### src/rtl/keypad_scan_debounce.sv
// 4x4 active-low matrix keypad scanner with frame-based debounce for 16 keys
// plus the encoder push-switch; emits one-clock strobes on debounced presses.
module keypad_scan_debounce #(
  parameter int unsigned SCAN_DIV        = 50000,
  parameter int unsigned DEBOUNCE_FRAMES = 5
) (
  input  logic        clk,
  input  logic        rst_n,
  input  logic [3:0]  row_in,
  output logic [3:0]  col_out,
  input  logic        encoder_sw,
  output logic [15:0] key_pulse,
  output logic [15:0] key_state,
  output logic        encoder_press
);

  localparam int unsigned DIV_W = $clog2(SCAN_DIV);
  localparam int unsigned NCH   = 17;

  typedef enum logic [1:0] {COL0, COL1, COL2, COL3} col_e;

  col_e             col, col_nxt;
  logic [DIV_W-1:0] div, div_nxt;
  logic             sample;
  logic             frame_end;
  logic             frame_end_q;

  logic [3:0]       row_s1, row_s2;
  logic             enc_s1, enc_s2;

  logic [NCH-1:0]   raw;
  logic [NCH-1:0]   stable;
  logic [NCH-1:0]   pulse;
  logic [3:0]       cnt [NCH];

  // Synchronisers idle at 1 (released) so reset never looks like a press.
  always_ff @(posedge clk or negedge rst_n) begin
    if (!rst_n) begin
      row_s1 <= '1;
      row_s2 <= '1;
      enc_s1 <= 1'b1;
      enc_s2 <= 1'b1;
    end else begin
      row_s1 <= row_in;
      row_s2 <= row_s1;
      enc_s1 <= encoder_sw;
      enc_s2 <= enc_s1;
    end
  end

  always_ff @(posedge clk or negedge rst_n) begin
    if (!rst_n) begin
      col <= COL0;
      div <= '0;
    end else begin
      col <= col_nxt;
      div <= div_nxt;
    end
  end

  always_comb begin
    sample    = (div == DIV_W'(SCAN_DIV - 1));
    frame_end = sample && (col == COL3);
    div_nxt   = div + 1'b1;
    col_nxt   = col;
    if (sample) begin
      div_nxt = '0;
      unique case (col)
        COL0:    col_nxt = COL1;
        COL1:    col_nxt = COL2;
        COL2:    col_nxt = COL3;
        default: col_nxt = COL0;
      endcase
    end
  end

  always_comb begin
    unique case (col)
      COL0:    col_out = 4'b1110;
      COL1:    col_out = 4'b1101;
      COL2:    col_out = 4'b1011;
      default: col_out = 4'b0111;
    endcase
  end

  // Raw snapshot: one column of keys per sample cycle, encoder at frame end.
  always_ff @(posedge clk or negedge rst_n) begin
    if (!rst_n) begin
      raw         <= '0;
      frame_end_q <= 1'b0;
    end else begin
      frame_end_q <= frame_end;
      if (sample) begin
        for (int unsigned r = 0; r < 4; r++) begin
          raw[5'(4 * r) + {3'b000, col}] <= ~row_s2[r];
        end
      end
      if (frame_end) begin
        raw[16] <= ~enc_s2;
      end
    end
  end

  // Debounce runs a cycle after frame end so the last column is in raw.
  always_ff @(posedge clk or negedge rst_n) begin
    if (!rst_n) begin
      stable <= '0;
      pulse  <= '0;
      for (int unsigned i = 0; i < NCH; i++) begin
        cnt[i] <= '0;
      end
    end else begin
      pulse <= '0;
      if (frame_end_q) begin
        for (int unsigned i = 0; i < NCH; i++) begin
          if (raw[i] == stable[i]) begin
            cnt[i] <= '0;
          end else if (cnt[i] == 4'(DEBOUNCE_FRAMES - 1)) begin
            cnt[i]    <= '0;
            stable[i] <= raw[i];
            pulse[i]  <= raw[i];
          end else begin
            cnt[i] <= cnt[i] + 4'd1;
          end
        end
      end
    end
  end

  assign key_state     = stable[15:0];
  assign key_pulse     = pulse[15:0];
  assign encoder_press = pulse[16];

endmodule

### config.mk
export PLATFORM = sky130hd
export DESIGN_NAME = keypad_scan_debounce
export DESIGN_NICKNAME = d
export VERILOG_FILES = /design/src/rtl/keypad_scan_debounce.sv
export SDC_FILE = /design/constraint.sdc
export NUM_CORES = 1
export LEC_CHECK = 0
export ABC_AREA = 1
export CORE_ASPECT_RATIO = 1.75
export CORE_MARGIN = 2
export CORE_UTILIZATION = 54
export CTS_CLUSTER_SIZE = 25
export DETAILED_ROUTE_END_ITERATION = 6
export PLACE_DENSITY = 0.79
export SYNTH_ARGS = -nofsm -noshare
export SYNTH_HDL_FRONTEND = slang
export SYNTH_SLANG_ARGS = --single-unit
### constraint.sdc
create_clock -name clk -period 1.36 [get_ports clk]
set_input_delay 0.34 -clock clk [delete_from_list [all_inputs] [get_ports clk]]
set_output_delay 0.34 -clock clk [all_outputs]
set_load 0.01 [all_outputs]
* After elaboration in Yosys (flattened, before gate mapping)
Index checks and enable logic that the tools add are counted. Widths: inputs -> output; s select.
Storage, ports and cells: flip-flop bits (word level) 148, bits of input ports 7, logic and storage cells 243
Operators by class: $add $sub $neg 21, order comparisons 8, eq/ne operators 38, muxes and demuxes 86, bitwise gates (word level) 22, reductions and logical operators 24
Operators by type and width (count):
- $mux 4 | 34
- $add 4x1->4 const B | 17
- $bwmux 17 | 4
- $eq 4x3->1 const B | 17
- $reduce_and 3->1 | 17
- $mux 1 | 39
- $mux 17 | 2
- $not 1->1 | 22
- $eq 1x1->1 | 17
- $add 16x1->16 const B | 1
- $eq 16x16->1 const B | 1
- $mux 16 | 1
- $demux 1 s5 | 3
- $lt 5x6->1 const B | 2
- $pmux 4 s3 | 1
- $add 4x2->5 const A | 2
- $ge 5x1->1 const B | 2
- $lt 2x6->1 const B | 1
- $lt 4x6->1 const B | 1
- $pmux 2 s3 | 1
- $logic_and 1x1->1 | 5
- $add 3x2->4 const A | 1
- $eq 2x2->1 const B | 2
- $ge 4x1->1 const B | 1
- 5 further kinds | 5

* Depth between registers and ports, before layout
Gate-level depths: netlist (run 1).
depth in word-level cells 10, depth in mapped cells 9, gate-level depth less buffers 9

* Least setup slack after synthesis (run 1)
OpenSTA, ideal clock, no wires.
path kind reg2reg, start point reg div[0], end point reg raw[10], library setup time 0.117 ns, arrival 1.300 ns, data required time 1.243 ns, setup slack -0.057 ns, stages on the path, launching flop included 10, path buffers 1, period minus slack after synthesis 1.417 ns, path through dfrtp_1 ha_1 nand2_2 nor2_8 inv_4 nor2_8 buf_12 nand3_4 nand2_1 nand2_1
Between the ends: word-level cells in the longest chain between the ends 1
RTL lines:
- from (decl) | line 23 | logic [DIV_W-1:0] div, div_nxt;
- from (signal assigned) | line 57 | div <= div_nxt;
- $eq 16x16->1 | line 62 | sample = (div == DIV_W'(SCAN_DIV - 1));
- to (signal, indexed assignment) | line 95 | raw[5'(4 * r) + {3'b000, col}] <= ~row_s2[r];
- to (decl) | line 31 | logic [NCH-1:0] raw;
Every way passes these cells. A chain may end at the register's enable or synchronous reset.

* Final worst setup path (run 1)
start point reg col[1], end point out col_out[1]
Between the ends: word-level cells in the longest chain between the ends 2
RTL lines:
- from (decl) | line 22 | col_e col, col_nxt;
- from (signal assigned) | line 56 | col <= col_nxt;
- $eq 2x2->1 (tied with other cells) | line 78 | unique case (col)
- $pmux 4 s3 * | line 78
- to (decl) | line 10 | output logic [3:0] col_out,
Mark *: on every way between the ends. The rest lies on a longest branch, timed or not.

==> results.md, run 1 <==
Floorplanning:
- The width of the die is 91.9 um.
- The full die area is 14,500 um2.
- The starting density of the core is 54.9%.
- The number of primary I/O pins is 44.
- The die boundary height is 158 um.
- The total area inside the core boundary comes to 13,300 um2.
- The cell row count is 56.

Synth:
- The number of instances in the synthesized netlist is 805.
- The synthesized area per cell is 9.08 um2.
- The number of nets in the synthesized netlist is 854.
- Yosys printed 0 warnings.
- The post-synth design cell area is 7310 um2.
- The distinct cell type count after synthesis is 29.
- Counting flops and latches in the post-synthesis netlist gives 148.
- The share of synthesized area occupied by flip-flops and latches is 50.8%.

Timing:
- Across all setup checks in the final design, the least slack found is -288 ps.
- For the final routed database, the setup TNS stands at -3360 ps.
- Setup violations remaining at the end of the flow were counted as 31.
- The worst path uses 121% of the clock period.
- The maximum clock frequency is 607 MHz.
- The number of failing hold endpoints at the final stage is 0.
- The routed design could run at a clock period as short as 1650 ps.
- The slew at the pin closest to its max-slew limit is 288 ps.
- The max-slew violation count came to 0.
- Setup repair after global routing could not meet its margin everywhere.
- The final worst clock skew is 12.4 ps.
- The relative slew slack is 80.8%.

Clock network:
- The clock tree from TritonCTS is built.
- The clock tree synthesis step divided the H-tree into 4 levels.
- The buffer type at the clock tree root is sky130_fd_sc_hd__clkbuf_16.
- The later pin in the worst-skew pair is clocked with a latency of 430 ps.
- Clock-pin slew was measured on the worst setup and hold paths at 60 ps.
- The clock passes through at most 2 buffers.
- The CTS buffer count is 17.
- The number of sinks handled by clock tree synthesis is 148.

GRT:
- The leftover overflow at the end of global routing is 0.
- The number of global-route vias before repair is 5,873.
- The first global-routing pass estimated 26,100 um of wire.
- For this run, the total global-route usage over all layers was measured as 23.0%.
- The initial antenna violation count is 0.
- The maximum number of pins on one net before global-route repair is 50.

Pwr:
- The worst-case IR drop observed on VDD is 0.856 mV.
- In this run the power density over the cells is 1000 nW/um2.
- The post-route total power is 9.21 mW.
- In this run the static leakage power is 4.35 nW.

Worst setup path:
- The worst setup path is of the flop to output pin kind.
- Of all nets on the critical path, the largest fanout is 3.
- In this run the worst setup path terminates at col_out[1].
- STA puts the critical path data arrival time at 1310 ps.
- The startpoint type of the worst setup path is a flop.
- The start of the worst register-to-register path is div[0].
- Measured in cells, the most critical reg-to-reg path has a length of 9.
- The critical path starts at col[1].
- For the worst setup path, the data required time is 1020 ps.
- The endpoint of the most critical register-to-register path is raw[0].
- The reg2reg setup slack is -120 ps.
- The worst setup path is captured at an output pin.

Placed design:
- The instance count after placement with tap cells included is 1,043.
- Buffers placed on the I/O ports in this run total 43.
- The global placer's final weighted congestion is 0.870.
- The wire-length estimate of the detail-placed layout is 10,300 um.

Cells and area:
- Leaving out fill and tap cells, the most frequent cell in the layout is sky130_fd_sc_hd__nand2_1.
- The count of filler cells inserted in the layout is 957.
- Leaving out filler cells and counting taps, the final layout contains 1,118.
- The diode insertion count for antenna repair is 0.
- The area growth from synthesis to layout is 25.9%.
- The share of post-route cells with drive strength above 1 is 26.7%.
- The net count of the finished layout is 980.
- The utilization after layout is 69.1%.
- Leaving out fill and tap cells, the most frequent cells in the layout are sky130_fd_sc_hd__nand2_1, sky130_fd_sc_hd__dfrtp_1, sky130_fd_sc_hd__buf_4.

Job:
- Across the run, the number of max-cap violations was 0.

Detailed routing:
- The detailed router's first-iteration violation count is 324.
- The number of antenna-violating nets in the routed design is 0.
- For this run, design rule violations remaining after detail routing come to 0.
- Dividing the detail-routed wire length by the instance count gives 14.3 um.
- The vias per cell is 5.14.
- Across all layers, the routed design uses 5,747 vias.
- The first-pass iteration count of the detailed router is 4.
- The total wirelength of the detailed-routed design is 16,000 um.

Hold path:
- The min-delay analysis places its worst path in the category primary input to flop.
- Along the worst hold path, the cell count comes to 1.

Run status:
- The final reports fail on negative setup slack.
- The flow ran to the end, but the final reports show violations.
## metrics by stage
| step | worst slack (ps) | instance area [um2] | hold slack [ps] |
|---|---|---|---|
| final | -288 | 9200 | 321 |
| after global routing | -319 | 9200 | 312 |
| after CTS | -268 | 9010 | 308 |
| after detailed placement | -250 | 8210 | 214 |
| after global placement | -206 | 8210 | 213 |
| after floorplan | -44.2 | 7320 | 44.4 |
## cell type report
cell class              instances  area, um2  share of cell area (%)
clock inverters                12        129                    1.40
inverters                      88        350                    3.81
clock buffers                  20        457                    4.96
repair buffers                137       1090                    11.8
well taps                     174        218                    2.37
multi-input cells             539       3240                    35.2
flip-flops and latches        148       3720                    40.4
## worst min path at each step
stage	endpoint	slack [ps]	start
3_3_place_gp	cnt[0]	210	rst_n
2_1_floorplan	cnt[0]	40	rst_n
5_1_grt	row_s1[2]	310	row_in[2]
3_5_place_dp	cnt[0]	210	rst_n
4_1_cts	row_s1[2]	310	row_in[2]
6_report	row_s1[2]	320	row_in[2]
## metal layers
layer | vias to the layer above | part of all wire (%) | track usage, %
met3 | 59 | 3.5 | 5.00
li1 | 2794 | - | -
met5 | - | 0 | 0
met4 | 0 | 4.3 | 12.8
met1 | 2756 | 36 | 22.7
met2 | 138 | 56 | 43.7
## repair_timing
action	in CTS	in global routing
cloned	1	0
hold endpoints to repair	11	0
gates resized for setup	164	55
pin swaps	11	8
hold buffers	1	0
setup endpoints to repair	63	80
buffers inserted	23	20
## power by group
part	total, mW	internal, mW	switching (mW)	leakage, nW
combinational	0.133	0.0358	0.0974	2.05
sequential	4.44	4.43	0.00499	2.02
clock	4.64	2.79	1.85	0.282
## cells by family (layout without fill, tap and decap cells)
family                   Yosys count  count (layout)  synth area share (%)
AO/OA/AOI/OAI                     90              90                  6.21
flip-flops                       148             148                  50.8
XOR/XNOR                          57              57                  6.83
adder cells (fa/ha/maj)           42              42                  7.19
buffers and inverters            118             257                  7.53
AND/OR/NAND/NOR                  350             350                  21.4
## synth_stat cells (all sizes together)
library cell,instances,area share (%)
inv,88,4.6
nand3,39,3.3
or2,15,1.3
nand2,195,10
xor2,24,2.9
nand4,22,1.9
o21ai,86,5.9
dfrtp,138,47
o22ai,2,0.17
a31oi,1,0.086
clkbuf,2,0.10
xnor2,33,4.0
nor2,77,4.6
buf,28,2.9
a21oi,1,0.068
nor3,2,0.14
dfstp,10,3.6
ha,42,7.2
## registers in the layout, indices dropped and copies added (netlist names)
signal / cells
raw: 17
cnt: 68
enc_s2: 1
enc_s1: 1
stable: 17
row_s1: 4
pulse: 17
col: 2
div: 16
row_s2: 4
frame_end_q: 1
## worst max-delay path, cell delays in order (launching register included)
cell	delay (ps)
sky130_fd_sc_hd__dfrtp_1	400
sky130_fd_sc_hd__buf_6	150
sky130_fd_sc_hd__inv_6	70
sky130_fd_sc_hd__ha_4	130
sky130_fd_sc_hd__inv_2	30
sky130_fd_sc_hd__buf_6	110
(Power assumes the default switching activity.)
==> inputs of run 2 (changes only) <==
--- a/config.mk
+++ b/config.mk
@@ -11,6 +11,7 @@
 export CORE_UTILIZATION = 54
 export CTS_CLUSTER_SIZE = 25
 export DETAILED_ROUTE_END_ITERATION = 6
+export GPL_TIMING_DRIVEN = 0
 export PLACE_DENSITY = 0.79
 export SYNTH_ARGS = -nofsm -noshare
 export SYNTH_HDL_FRONTEND = slang
==> run 2 against run 1 <==
  * The flow finishes with violations (negative hold slack, negative setup slack)
  * Sequential share of layout area shrank 0.79 points
  * Critical path depth did not move
  * Cell area up 2.2%
  * Largest power group unchanged
==> results.md, run 2 (synthesized netlist as in run 1, its figures left out) <==
Cells and area:
- At the end of the flow the core is filled with cells to 70.6%.
- Leaving out fill and tap cells, the most frequent cells in the layout are sky130_fd_sc_hd__nand2_1, sky130_fd_sc_hd__dfrtp_1, sky130_fd_sc_hd__inv_1.
- The count of placed standard cells in the final layout, fillers left out is 1,106.
- Summing all non-filler instances in the final layout gives an area of 9410 um2.
- The register with the most flip-flops in the layout has 68 of them.
- The storage element area is 3720 um2.
- The multi-input combinational cells in the finished layout cover a total of 3370 um2.
- The most common cell after layout, fill and taps aside is sky130_fd_sc_hd__nand2_1.
- The count of filler cells inserted in the layout is 914.
- In the final layout, the share of cells above drive strength 1 is 29.2%.
- The final net count is 968.
- The synthesis-to-layout area growth is 28.7%.
- The register name with the most flops is cnt.
- The diode insertion count for antenna repair is 0.

GRT:
- The initial antenna violation count is 0.
- The number of global-route vias before repair is 5,742.
- The leftover overflow at the end of global routing is 0.
- The wire length of the first global-routing pass is 26,800 um.
- In the global route stage, overall resource usage came out at 23.6%.
- Entering global routing, the biggest net connects 92 pins.

Pwr:
- In this run the power density over the cells is 1000 nW/um2.
- The worst-case IR drop observed on VDD is 0.898 mV.
- The analysis attributes to cell leakage a power of 4.34 nW.

Timing:
- Setup repair after global routing could not meet its margin everywhere.
- The worst pin sits at a relative slew slack of 43.9%.
- The slew at the pin closest to its max-slew limit is 842 ps.
- The maximum clock frequency is 587 MHz.
- In the post-route analysis, the smallest setup slack over all paths is -345 ps.
- The final worst clock skew is 7.30 ps.
- The final setup violation count is 34.
- The number of failing hold endpoints at the final stage is 1.
- The smallest clock period supported by the final layout is computed as 1700 ps.
- The final critical path takes up 125% of the cycle.
- Across all hold checks on the routed design, the worst slack comes to -0.370 ps.
- The max-slew violation count is 0.

Clock network:
- The clock tree from TritonCTS is built.
- The clock transition at the register clock pins on the worst setup and hold paths after CTS is 60 ps.
- Counting every sink on the clock net gives 148.
- In this run the deepest clock path goes through 2 buffers.
- The buffer type at the clock tree root is sky130_fd_sc_hd__clkbuf_16.
- CTS built an H-tree with a depth of 4.
- The latest clock arrival within the worst-skew pair is 420 ps.
- In this run, CTS created clock tree buffers numbering 17.

Worst setup path:
- The worst setup path is captured at an output pin.
- The worst setup path is launched from a flop.
- The critical path in this run is classified as flop to output pin.
- In this run the worst path has a maximum fanout of 3.
- The arrival time of the worst setup path is 1360 ps.
- Data on the critical path is required at its endpoint by 1020 ps.

Detailed routing:
- The detailed router's first-iteration violation count is 333.
- After detailed routing, the average wire length per cell comes to 16.0 um.
- The number of antenna-violating nets in the routed design is 0.
- The total wirelength of the detailed-routed design is 17,700 um.
- The vias per cell is 5.35.
- For this block, the via count after detailed routing is 5,916.
- The first TritonRoute pass finished after 5 iterations.
- In the routed design, unresolved DRC markers number 0.

Job:
- The tool flagged a number of max-cap violations equal to 0.

Placed design:
- Routability-driven placement finished with a final weighted congestion of 0.927.
- In this run the tool buffered the top-level ports with 43 buffer cells.
- The placed cell area is 7990 um2.
- The wire-length estimate of the detail-placed layout is 9780 um.
- The instance count after placement with tap cells included is 1,023.

Floorplanning:
- The number of primary I/O pins is 44.
- The floorplan step defined a die boundary enclosing 14,500 um2.
- The region available for standard cell placement spans 13,300 um2.
- From bottom edge to top edge, the die measures 158 um.
- The cell row count is 56.
- The width of the die is 91.9 um.
- Once the floorplan was initialized, standard cells occupied 54.9% of the core.

Run status:
- The final reports fail on negative hold slack, negative setup slack.
- The flow ran to the end, but the final reports show violations.

Hold path:
- The class of the most critical hold timing path is primary input to asynchronous set/reset pin.
run 2: cell count changes in the layout (fill, tap and decap cells not counted), moves of 6 or more:
cell / delta
sky130_fd_sc_hd__buf_6: +30
sky130_fd_sc_hd__buf_4: -25
sky130_fd_sc_hd__buf_2: -20
sky130_fd_sc_hd__nor2_1: -13
sky130_fd_sc_hd__nor2_4: +9
sky130_fd_sc_hd__dfrtp_1: -7
sky130_fd_sc_hd__dfrtp_2: +7
sky130_fd_sc_hd__clkbuf_2: +6
run 2: metrics by stage:
stage,setup TNS [ps],setup slack [ps],power [mW]
after global routing,-7330,-407,9.66
after CTS,-3320,-332,9.45
after detailed placement,-19150,-347,4.64
after floorplan,-498,-44.2,4.52
after global placement,-878460,-5950,4.63
final,-5600,-345,9.40
run 2: worst paths after layout:
path	endpoint	startpoint	slack, ps	cells past startpoint
max in group asynchronous	cnt[30]	rst_n	590	2
setup / recovery	col_out[2]	col[1]	-340	5
min in group clk	row_s1[3]	row_in[3]	320	1
hold reg to reg	row_s2[3]	row_s1[3]	360	0
hold / removal	cnt[8]	rst_n	-0.4	1
setup reg to reg	raw[6]	div[10]	-260	8
run 2: worst max-delay path, stage by stage (launching register included):
cell,delay [ps]
sky130_fd_sc_hd__dfrtp_2,420
sky130_fd_sc_hd__buf_6,130
sky130_fd_sc_hd__buf_6,110
sky130_fd_sc_hd__ha_4,150
sky130_fd_sc_hd__inv_2,40
sky130_fd_sc_hd__buf_6,90
run 2: repair_timing:
action	in CTS	in global routing
pin swaps	16	18
setup buffers	40	29
cloned	1	0
hold buffers	0	0
setup endpoints to repair	136	114
gates resized for setup	199	118
run 2: final cells by class:
class,count,area share (%)
Clock inverter,15,1.93
Buffer,12,1.49
Timing Repair Buffer,113,10.4
Tap cell,174,2.31
Multi-Input combinational cell,539,35.9
Inverter,88,3.88
Clock buffer,17,4.52
Sequential cell,148,39.6
run 2: where the power goes:
part           leakage [nW]  switching [mW]  internal [mW]
Combinational          2.04          0.0943         0.0246
Clock                 0.294            1.95           2.90
Sequential             2.01         0.00560           4.43
run 2: per-layer routing:
layer	share of wire, %	vias to the layer above	global-route usage [%]
met5	0	-	0
met3	4.5	66	4.95
met2	56	240	43.7
li1	-	2762	-
met1	35	2848	25.7
met4	4.2	0	10.8
